$ cat src/rtl/scroll_ticker_if.sv
// rtl/scroll_ticker_if.sv - message buffer write port for scroll_ticker
interface scroll_ticker_if #(
   parameter int MSG_LEN = 16,
   localparam int AW = $clog2(MSG_LEN)
);
   logic          we;
   logic [AW-1:0] addr;
   logic [4:0]    data;

   modport master (output we, addr, data);
   modport slave  (input  we, addr, data);
endinterface

$ cat src/rtl/scroll_ticker.sv
// rtl/scroll_ticker.sv - scrolling message ticker for multiplexed common-anode 7-segment banks
module scroll_ticker #(
   parameter int DIGITS   = 8,
   parameter int MSG_LEN  = 16,
   parameter int SCAN_DIV = 100000,
   parameter int STEP_DIV = 50000000,
   localparam int AW = $clog2(MSG_LEN)
) (
   input  logic               clk,
   input  logic               rst,
   input  logic               dir,
   input  logic               run,
   scroll_ticker_if.slave     load,
   output logic [DIGITS-1:0]  enable,
   output logic [6:0]         seg,
   output logic               dp,
   output logic [AW-1:0]      offset
);

   localparam int SW = (SCAN_DIV > 1) ? $clog2(SCAN_DIV) : 1;
   localparam int TW = (STEP_DIV > 1) ? $clog2(STEP_DIV) : 1;
   localparam int DW = $clog2(DIGITS);

   localparam logic [SW-1:0] SCAN_LAST = SW'(SCAN_DIV - 1);
   localparam logic [TW-1:0] STEP_LAST = TW'(STEP_DIV - 1);
   localparam logic [DW-1:0] DIG_LAST  = DW'(DIGITS - 1);
   localparam logic [AW-1:0] OFF_LAST  = AW'(MSG_LEN - 1);
   localparam logic [AW:0]   LEN_EXT   = (AW+1)'(MSG_LEN);
   localparam logic [4:0]    BLANK     = 5'h10;

   logic [SW-1:0] scan_cnt;
   logic [TW-1:0] step_cnt;
   logic [DW-1:0] digit;
   logic [4:0]    msg [MSG_LEN];

   logic [AW:0]   idx_sum;
   logic [AW-1:0] idx;
   logic          addr_ok;

   function automatic logic [6:0] decode(input logic [4:0] ch);
      logic [6:0] s;
      s = 7'h7F;
      if (!ch[4]) begin
         case (ch[3:0])
            4'h0: s = 7'h01;
            4'h1: s = 7'h4F;
            4'h2: s = 7'h12;
            4'h3: s = 7'h06;
            4'h4: s = 7'h4C;
            4'h5: s = 7'h24;
            4'h6: s = 7'h20;
            4'h7: s = 7'h0F;
            4'h8: s = 7'h00;
            4'h9: s = 7'h04;
            4'hA: s = 7'h08;
            4'hB: s = 7'h60;
            4'hC: s = 7'h31;
            4'hD: s = 7'h42;
            4'hE: s = 7'h30;
            default: s = 7'h38;
         endcase
      end
      return s;
   endfunction

   // Window wraps by compare-subtract so non-power-of-two buffers index correctly.
   always_comb begin
      idx_sum = {1'b0, offset} + (AW+1)'(digit);
      idx     = (idx_sum >= LEN_EXT) ? AW'(idx_sum - LEN_EXT) : AW'(idx_sum);
      addr_ok = ({1'b0, load.addr} < LEN_EXT);
   end

   always_ff @(posedge clk) begin
      if (rst) begin
         scan_cnt <= '0;
         step_cnt <= '0;
         digit    <= '0;
         offset   <= '0;
         enable   <= ~(DIGITS'(1));
         seg      <= 7'h7F;
         for (int i = 0; i < MSG_LEN; i++) msg[i] <= BLANK;
      end else begin
         if (scan_cnt == SCAN_LAST) begin
            scan_cnt <= '0;
            digit    <= (digit == DIG_LAST) ? '0 : digit + DW'(1);
         end else begin
            scan_cnt <= scan_cnt + SW'(1);
         end

         // Step counter and offset hold while frozen; dir only matters on the step cycle.
         if (run) begin
            if (step_cnt == STEP_LAST) begin
               step_cnt <= '0;
               if (dir) offset <= (offset == OFF_LAST) ? '0 : offset + AW'(1);
               else     offset <= (offset == '0) ? OFF_LAST : offset - AW'(1);
            end else begin
               step_cnt <= step_cnt + TW'(1);
            end
         end

         if (load.we && addr_ok) msg[load.addr] <= load.data;

         enable <= ~(DIGITS'(1) << digit);
         seg    <= decode(msg[idx]);
      end
   end

   assign dp = 1'b1;

endmodule

$ cat src/flat_wrapper.sv
// flat-port wrapper written by rule: the top's interface ports become plain ports
module scroll_ticker_flat 
#(
   parameter int DIGITS   = 8,
   parameter int MSG_LEN  = 16,
   parameter int SCAN_DIV = 100000,
   parameter int STEP_DIV = 50000000,
   localparam int AW = $clog2(MSG_LEN)
)
  (clk, rst, dir, run, enable, seg, dp, offset, load_we, load_addr, load_data);
  scroll_ticker_if #(.MSG_LEN(MSG_LEN)) load_i ();
  input  logic clk;
  input  logic rst;
  input  logic dir;
  input  logic run;
  output logic [DIGITS-1:0] enable;
  output logic [6:0] seg;
  output logic dp;
  output logic [AW-1:0] offset;
  input wire logic [$bits(load_i.we)-1:0] load_we;
  input wire logic [$bits(load_i.addr)-1:0] load_addr;
  input wire logic [$bits(load_i.data)-1:0] load_data;
  assign load_i.we = load_we;
  assign load_i.addr = load_addr;
  assign load_i.data = load_data;
  scroll_ticker #(.DIGITS(DIGITS), .MSG_LEN(MSG_LEN), .SCAN_DIV(SCAN_DIV), .STEP_DIV(STEP_DIV)) u_core (.clk(clk), .rst(rst), .dir(dir), .run(run), .load(load_i), .enable(enable), .seg(seg), .dp(dp), .offset(offset));
endmodule
$ cat config.mk
export PLATFORM = sky130hd
export DESIGN_NAME = scroll_ticker_flat
export DESIGN_NICKNAME = d
export VERILOG_FILES = /design/src/rtl/scroll_ticker_if.sv /design/src/rtl/scroll_ticker.sv /design/src/flat_wrapper.sv
export SDC_FILE = /design/constraint.sdc
export NUM_CORES = 1
export LEC_CHECK = 0
export BUFFER_PORTS_ARGS = -buffer_cell sky130_fd_sc_hd__buf_2
export CORE_MARGIN = 2
export CORE_UTILIZATION = 50
export CTS_CLUSTER_DIAMETER = 40
export DETAILED_ROUTE_END_ITERATION = 12
export GPL_ROUTABILITY_DRIVEN = 0
export PLACE_DENSITY = 0.67
export SETUP_SLACK_MARGIN = 0.4
export SLEW_MARGIN = 20
export SYNTH_ARGS = -nofsm -noshare
export SYNTH_HDL_FRONTEND = slang
export SYNTH_SLANG_ARGS = --single-unit
$ cat constraint.sdc
create_clock -name clk -period 3.7 [get_ports clk]
set_input_delay 0 -clock clk [delete_from_list [all_inputs] [get_ports clk]]
set_output_delay 0 -clock clk [all_outputs]
set_load 0.01 [all_outputs]
# Yosys cells after proc, flatten, opt, wreduce, memory -nomap -nowiden
# Memories as Yosys holds them, arrays and structs flattened. A register that Yosys moved wholly into a read port is not among the register bits.
# Index checks and enable logic that the tools add are counted.
# word_totals
ff_bits,58
rom_bits,112
ram_bits,80
inputBits,14
memories,2
word_cells,40
out_inout_bits,20
# memory_table
name,words,width,read_ports,rd_clocked_by_memory_dff,write_ports,line_no,rtl
(no name shown),16,7,1,1,0,scroll_ticker.sv:44,case (ch[3:0])
u_core.msg,16,5,1,0,16,scroll_ticker.sv:34,logic [4:0] msg [MSG_LEN];
# classes
addsub,7
magnitude_cmp,1
shifts,1
n_reduce_logical,5
bitwise_logic,1
muxes,14
n_eq_ne,4
# op_table
cell,count
"26-bit by 1-bit adder with 26-bit output, second input constant",1
"26-bit equality test, second input constant",1
26-bit two-way mux,1
4-bit two-way mux,5
"17-bit by 1-bit adder with 17-bit output, second input constant",1
"17-bit equality test, second input constant",1
8-bit NOT,1
"1-bit by 3-bit left shift with 8-bit output, first input constant",1
"4-bit by 1-bit subtractor with 4-bit output, second input constant",2
1-bit two-way mux,6
4-bit by 3-bit adder with 5-bit output,1
"5-bit greater-or-equal comparator, second input constant",1
5-bit two-way mux,1
5-bit OR reduction,1
"4-bit by 1-bit adder with 4-bit output, second input constant",1
"4-bit equality test, second input constant",1
4-bit logical NOT,1
2-bit OR reduction,2
"3-bit by 1-bit adder with 3-bit output, second input constant",1
"3-bit equality test, second input constant",1
3-bit two-way mux,1
2-bit AND reduction,1

# Depth between registers and ports, before layout
# logic_depth
depth_word,5
depth_mapped,10
ltp_nobuf,10

# Worst setup path before layout
# OpenSTA, ideal clock, no wires.
# synth_timing
kind,flip-flop to flip-flop
from,reg u_core.offset[0]
to,reg u_core.seg[3]
stages_incl_launch_ff,11
setup_time_ns,0.132
path_buffers,1
path_slack_ns,0.782
required_time_ns,3.568
arrival_time_ns,2.786
synth_period_minus_slack_ns,2.918
cell_sequence,dfxtp_1 ha_1 fa_1 clkbuf_8 mux4_2 mux4_2 inv_1 ha_1 mux2i_1 mux2_2 nand2_1
# synth_between
elab_chain_cells,5
# synth_lines
item,line_no,rtl
start: declaration,scroll_ticker.sv:17,output logic [AW-1:0] offset
start signal: assignment,scroll_ticker.sv:94,if (dir) offset <= (offset == OFF_LAST) ? '0 : offset + AW'(1);
start signal: assignment,scroll_ticker.sv:95,else offset <= (offset == '0) ? OFF_LAST : offset - AW'(1);
4-bit by 3-bit adder with 5-bit output *,scroll_ticker.sv:68,"idx_sum = {1'b0, offset} + (AW+1)'(digit);"
4-bit by 1-bit subtractor with 4-bit output or 5-bit greater-or-equal comparator (tied branches),scroll_ticker.sv:69,idx = (idx_sum >= LEN_EXT) ? AW'(idx_sum - LEN_EXT) : AW'(idx_sum);
4-bit two-way mux *,scroll_ticker.sv:69,
memory read 16 x 5 bit *,--,
2-bit OR reduction (no line),--,
end: declaration,scroll_ticker.sv:15,"output logic [6:0] seg,"
# Every way passes the cells marked *; elsewhere a longest branch is shown, timed or not.
# A chain may end at the register's enable or synchronous reset.

# Final worst setup path
# Ends and elaborated chain as after synthesis.

==> out/qor.tcl <==
set qor(power_w) 0.00375
set qor(die-area_um2) 14800
set qor(tritoncts.num_buffers) 17
set qor(drive_above_1_share) 0.184
set qor(finish.instance_area_um2) 7880
set qor(initial_utilization) 0.506
set qor(most_instantiated_flip_flop_cell_in_the_synthesis_netlist) {sky130_fd_sc_hd__edfxtp_1}
set qor(synth_seq_cells) 145
set qor(ys_warn_count) 0
set qor(grt_setup_unrepaired) {false}
set qor(layoutNonFillerInstCount) 823
set qor(clkLatencyLatePin_ps) 420
set qor(worst-slew-pin-transition_ps) 942
set qor(met2_usage) 0.337
set qor(fmax_ghz) 0.321
set qor(grt_first_pass_wirelength_um) 22300
set qor(slew_viol_final) 0
set qor(tritoncts) {built}
set qor(core_area_um2) 13700
set qor(timing.critical_path.to_type) {flop}
set qor(grt_start_max_net_pins) 35
set qor(cts_buffer_depth) 2
set qor(ir_worst_vdd_mv) 0.357
set qor(clock_sinks) 145
set qor(grt.met3_usage) 0.0407
set qor(routed_wirelength_um) 13800
set qor(setup_viol_count_final) 0
set qor(async_flop_share) 0
set qor(number_of_drc_markers_after_the_initial_detailed_route_iteration) 310
set qor(clock-skew-final_ps) 9.30
set qor(antenna_violations_before_repair) 0
set qor(design.portCount) 34
set qor(groute.usage.overall) 0.200
set qor(dieWidth_um) 122
set qor(rows) 43
set qor(maxCapViolCount) 0
set qor(timing_worst_setup_path_type) {flop to flop}
set qor(post_synth_inst_count) 592
set qor(maximum_net_fanout_on_the_critical_path) 10
set qor(routed_via_density) 5.32
set qor(detail_route.drc_violations) 0
set qor(cts.root.buffer_cell) {sky130_fd_sc_hd__clkbuf_16}
set qor(antennaDiodeCount) 0
set qor(instance_count_after_placement_with_tap_cells_included) 787
set qor(totalNegativeSetupSlack_ps) 0
set qor(routed_wire_length_per_instance_um) 16.7
set qor(fin_crit_ps) 3120
set qor(post_synth_num_cell_types) 56
set qor(synth-seq-area-share) 0.533
set qor(finalHoldViolations) 0
set qor(vias) 4375
set qor(gr-max-usage-layer) {met2}
set qor(final.hold.worst_slack_ps) 45.2
set qor(syn_to_final_growth_pct) 13.5
set qor(timing.slew.headroom) 0.372
set qor(length_of_the_first_detailed_routing_pass_in_iterations) 4
set qor(layout.nets) 664
set qor(place_area_um2) 7220
set qor(grt_overflow) 0
set qor(power.static_leakage_nw) 2.90
set qor(worst-endpoint-required_ps) 3980
set qor(io_buffer_count) 32
set qor(synth_area_um2) 6940
set qor(cts_max_level) 4
set qor(grt_pass1_vias) 4337
set qor(synth_enable_flop_cells) 80
set qor(detailedPlacementHpwl_um) 9610
set qor(clkSlewWorstSetupHoldPaths_ps) 60
set qor(worstSetupStartpointType) {flop}
set qor(detail-route-antenna-nets) 0
set qor(met1_usage) 0.256
set qor(timing.hold.worst.class) {primary input to flop}
set qor(mostFrequentLayoutCells) {80 x sky130_fd_sc_hd__nor2_1, 80 x sky130_fd_sc_hd__edfxtp_1, 65 x sky130_fd_sc_hd__dfxtp_1}
set qor(synth_nets) 626
set qor(status) {completed}
set qor(finalCritPeriodShare) 0.843
set qor(avgSynthCellArea_um2) 11.7
set qor(die_h_um) 122
set qor(p_per_area_nw_per_um2) 475
set qor(cp.arrival_ps) 3400
critical path, stage by stage (launching register included):
cell                      delay (ps)
sky130_fd_sc_hd__dfxtp_1         490
sky130_fd_sc_hd__ha_1            250
sky130_fd_sc_hd__fa_2            450
sky130_fd_sc_hd__buf_4           180
sky130_fd_sc_hd__mux4_2          300
sky130_fd_sc_hd__mux4_2          530
sky130_fd_sc_hd__inv_1           180
sky130_fd_sc_hd__ha_1            260
sky130_fd_sc_hd__mux2i_1         110
sky130_fd_sc_hd__mux2_2          170
sky130_fd_sc_hd__nand2_1          50
Yosys cell counts, drive strengths merged, types with 3 or more instances:
cell | instances | area, um2
edfxtp | 80 | 2400
nor2 | 80 | 300
dfxtp | 65 | 1300
and2 | 64 | 400
nand2 | 29 | 111
xor2 | 26 | 228
mux4 | 23 | 544
ha | 19 | 238
or2 | 18 | 113
nand3 | 17 | 85.1
or3 | 17 | 106
inv | 16 | 60.1
mux2i | 15 | 150
xnor2 | 15 | 158
a21oi | 13 | 68.8
buf | 13 | 106
nand2b | 13 | 83.8
nand4 | 12 | 75.1
clkbuf | 11 | 51.3
nor3 | 7 | 40.0
o21ai | 6 | 30.0
mux2 | 4 | 56.3
o211ai | 4 | 35.0
nor4 | 3 | 18.8
nor4b | 3 | 26.3
logic make-up after synthesis:
| family | synth area share |
|---|---|
| mux | 0.108 |
| fa+ha+maj | 0.0371 |
| flops | 0.533 |
| xor+xnor | 0.0555 |
| buf+inv | 0.0314 |
| simple gates | 0.204 |
| compound gates | 0.0296 |
| other cells | 0.000540 |
routing by layer:
metal	wire length (um)	vias up	part of all wire
met4	75	0	0.0055
met2	7060	64	0.51
li1	-	2156	-
met1	6170	2153	0.45
met5	0	-	0
met3	446	2	0.032
sequential cells by signal, summed over array words and instances, names as in the netlist:
name and cells:
u_core.seg 7, u_core.scan_cnt 17, u_core.enable 8, u_core.digit 3, u_core.step_cnt 26, u_core.msg 80
u_core.offset 4
stage by stage:
| step | setup slack, ps | util |
|---|---|---|
| finish | 581 | 0.574 |
| detailed placement | 398 | 0.526 |
| global placement | 521 | 0.526 |
| floorplan | 782 | - |
| CTS | 519 | 0.573 |
| global route | 421 | 0.574 |
layout make-up:
type | count | area, um2
Multi-Input combinational cell | 407 | 3020
Clock inverter | 8 | 124
Timing Repair Buffer | 43 | 243
Fill cell | 1153 | 5840
Clock buffer | 24 | 502
Inverter | 16 | 60.1
Sequential cell | 145 | 3700
Tap cell | 180 | 225
power breakdown:
part           internal (W)  switching, W
combinational     0.0000660     0.0000990
clock               0.00115      0.000643
sequential          0.00176     0.0000265
timing repair:
item,in CTS,in global routing
resized for setup,1,0
hold buffers,1,0
buffers inserted,0,3
endpoints found under the setup margin,1,1
hold endpoints to repair,5,0
pin swaps,0,1
final timing paths:
path | endpoint | start | slack (ps) | cells after the start
max | u_core.seg[3] | u_core.offset[0] | 580 | 10
min | u_core.offset[0] | dir | 50 | 4
max reg2reg | u_core.seg[3] | u_core.offset[0] | 580 | 10
min reg2reg | u_core.scan_cnt[0] | u_core.scan_cnt[0] | 460 | 1
No activity file was read; power rests on OpenSTA's default activity.
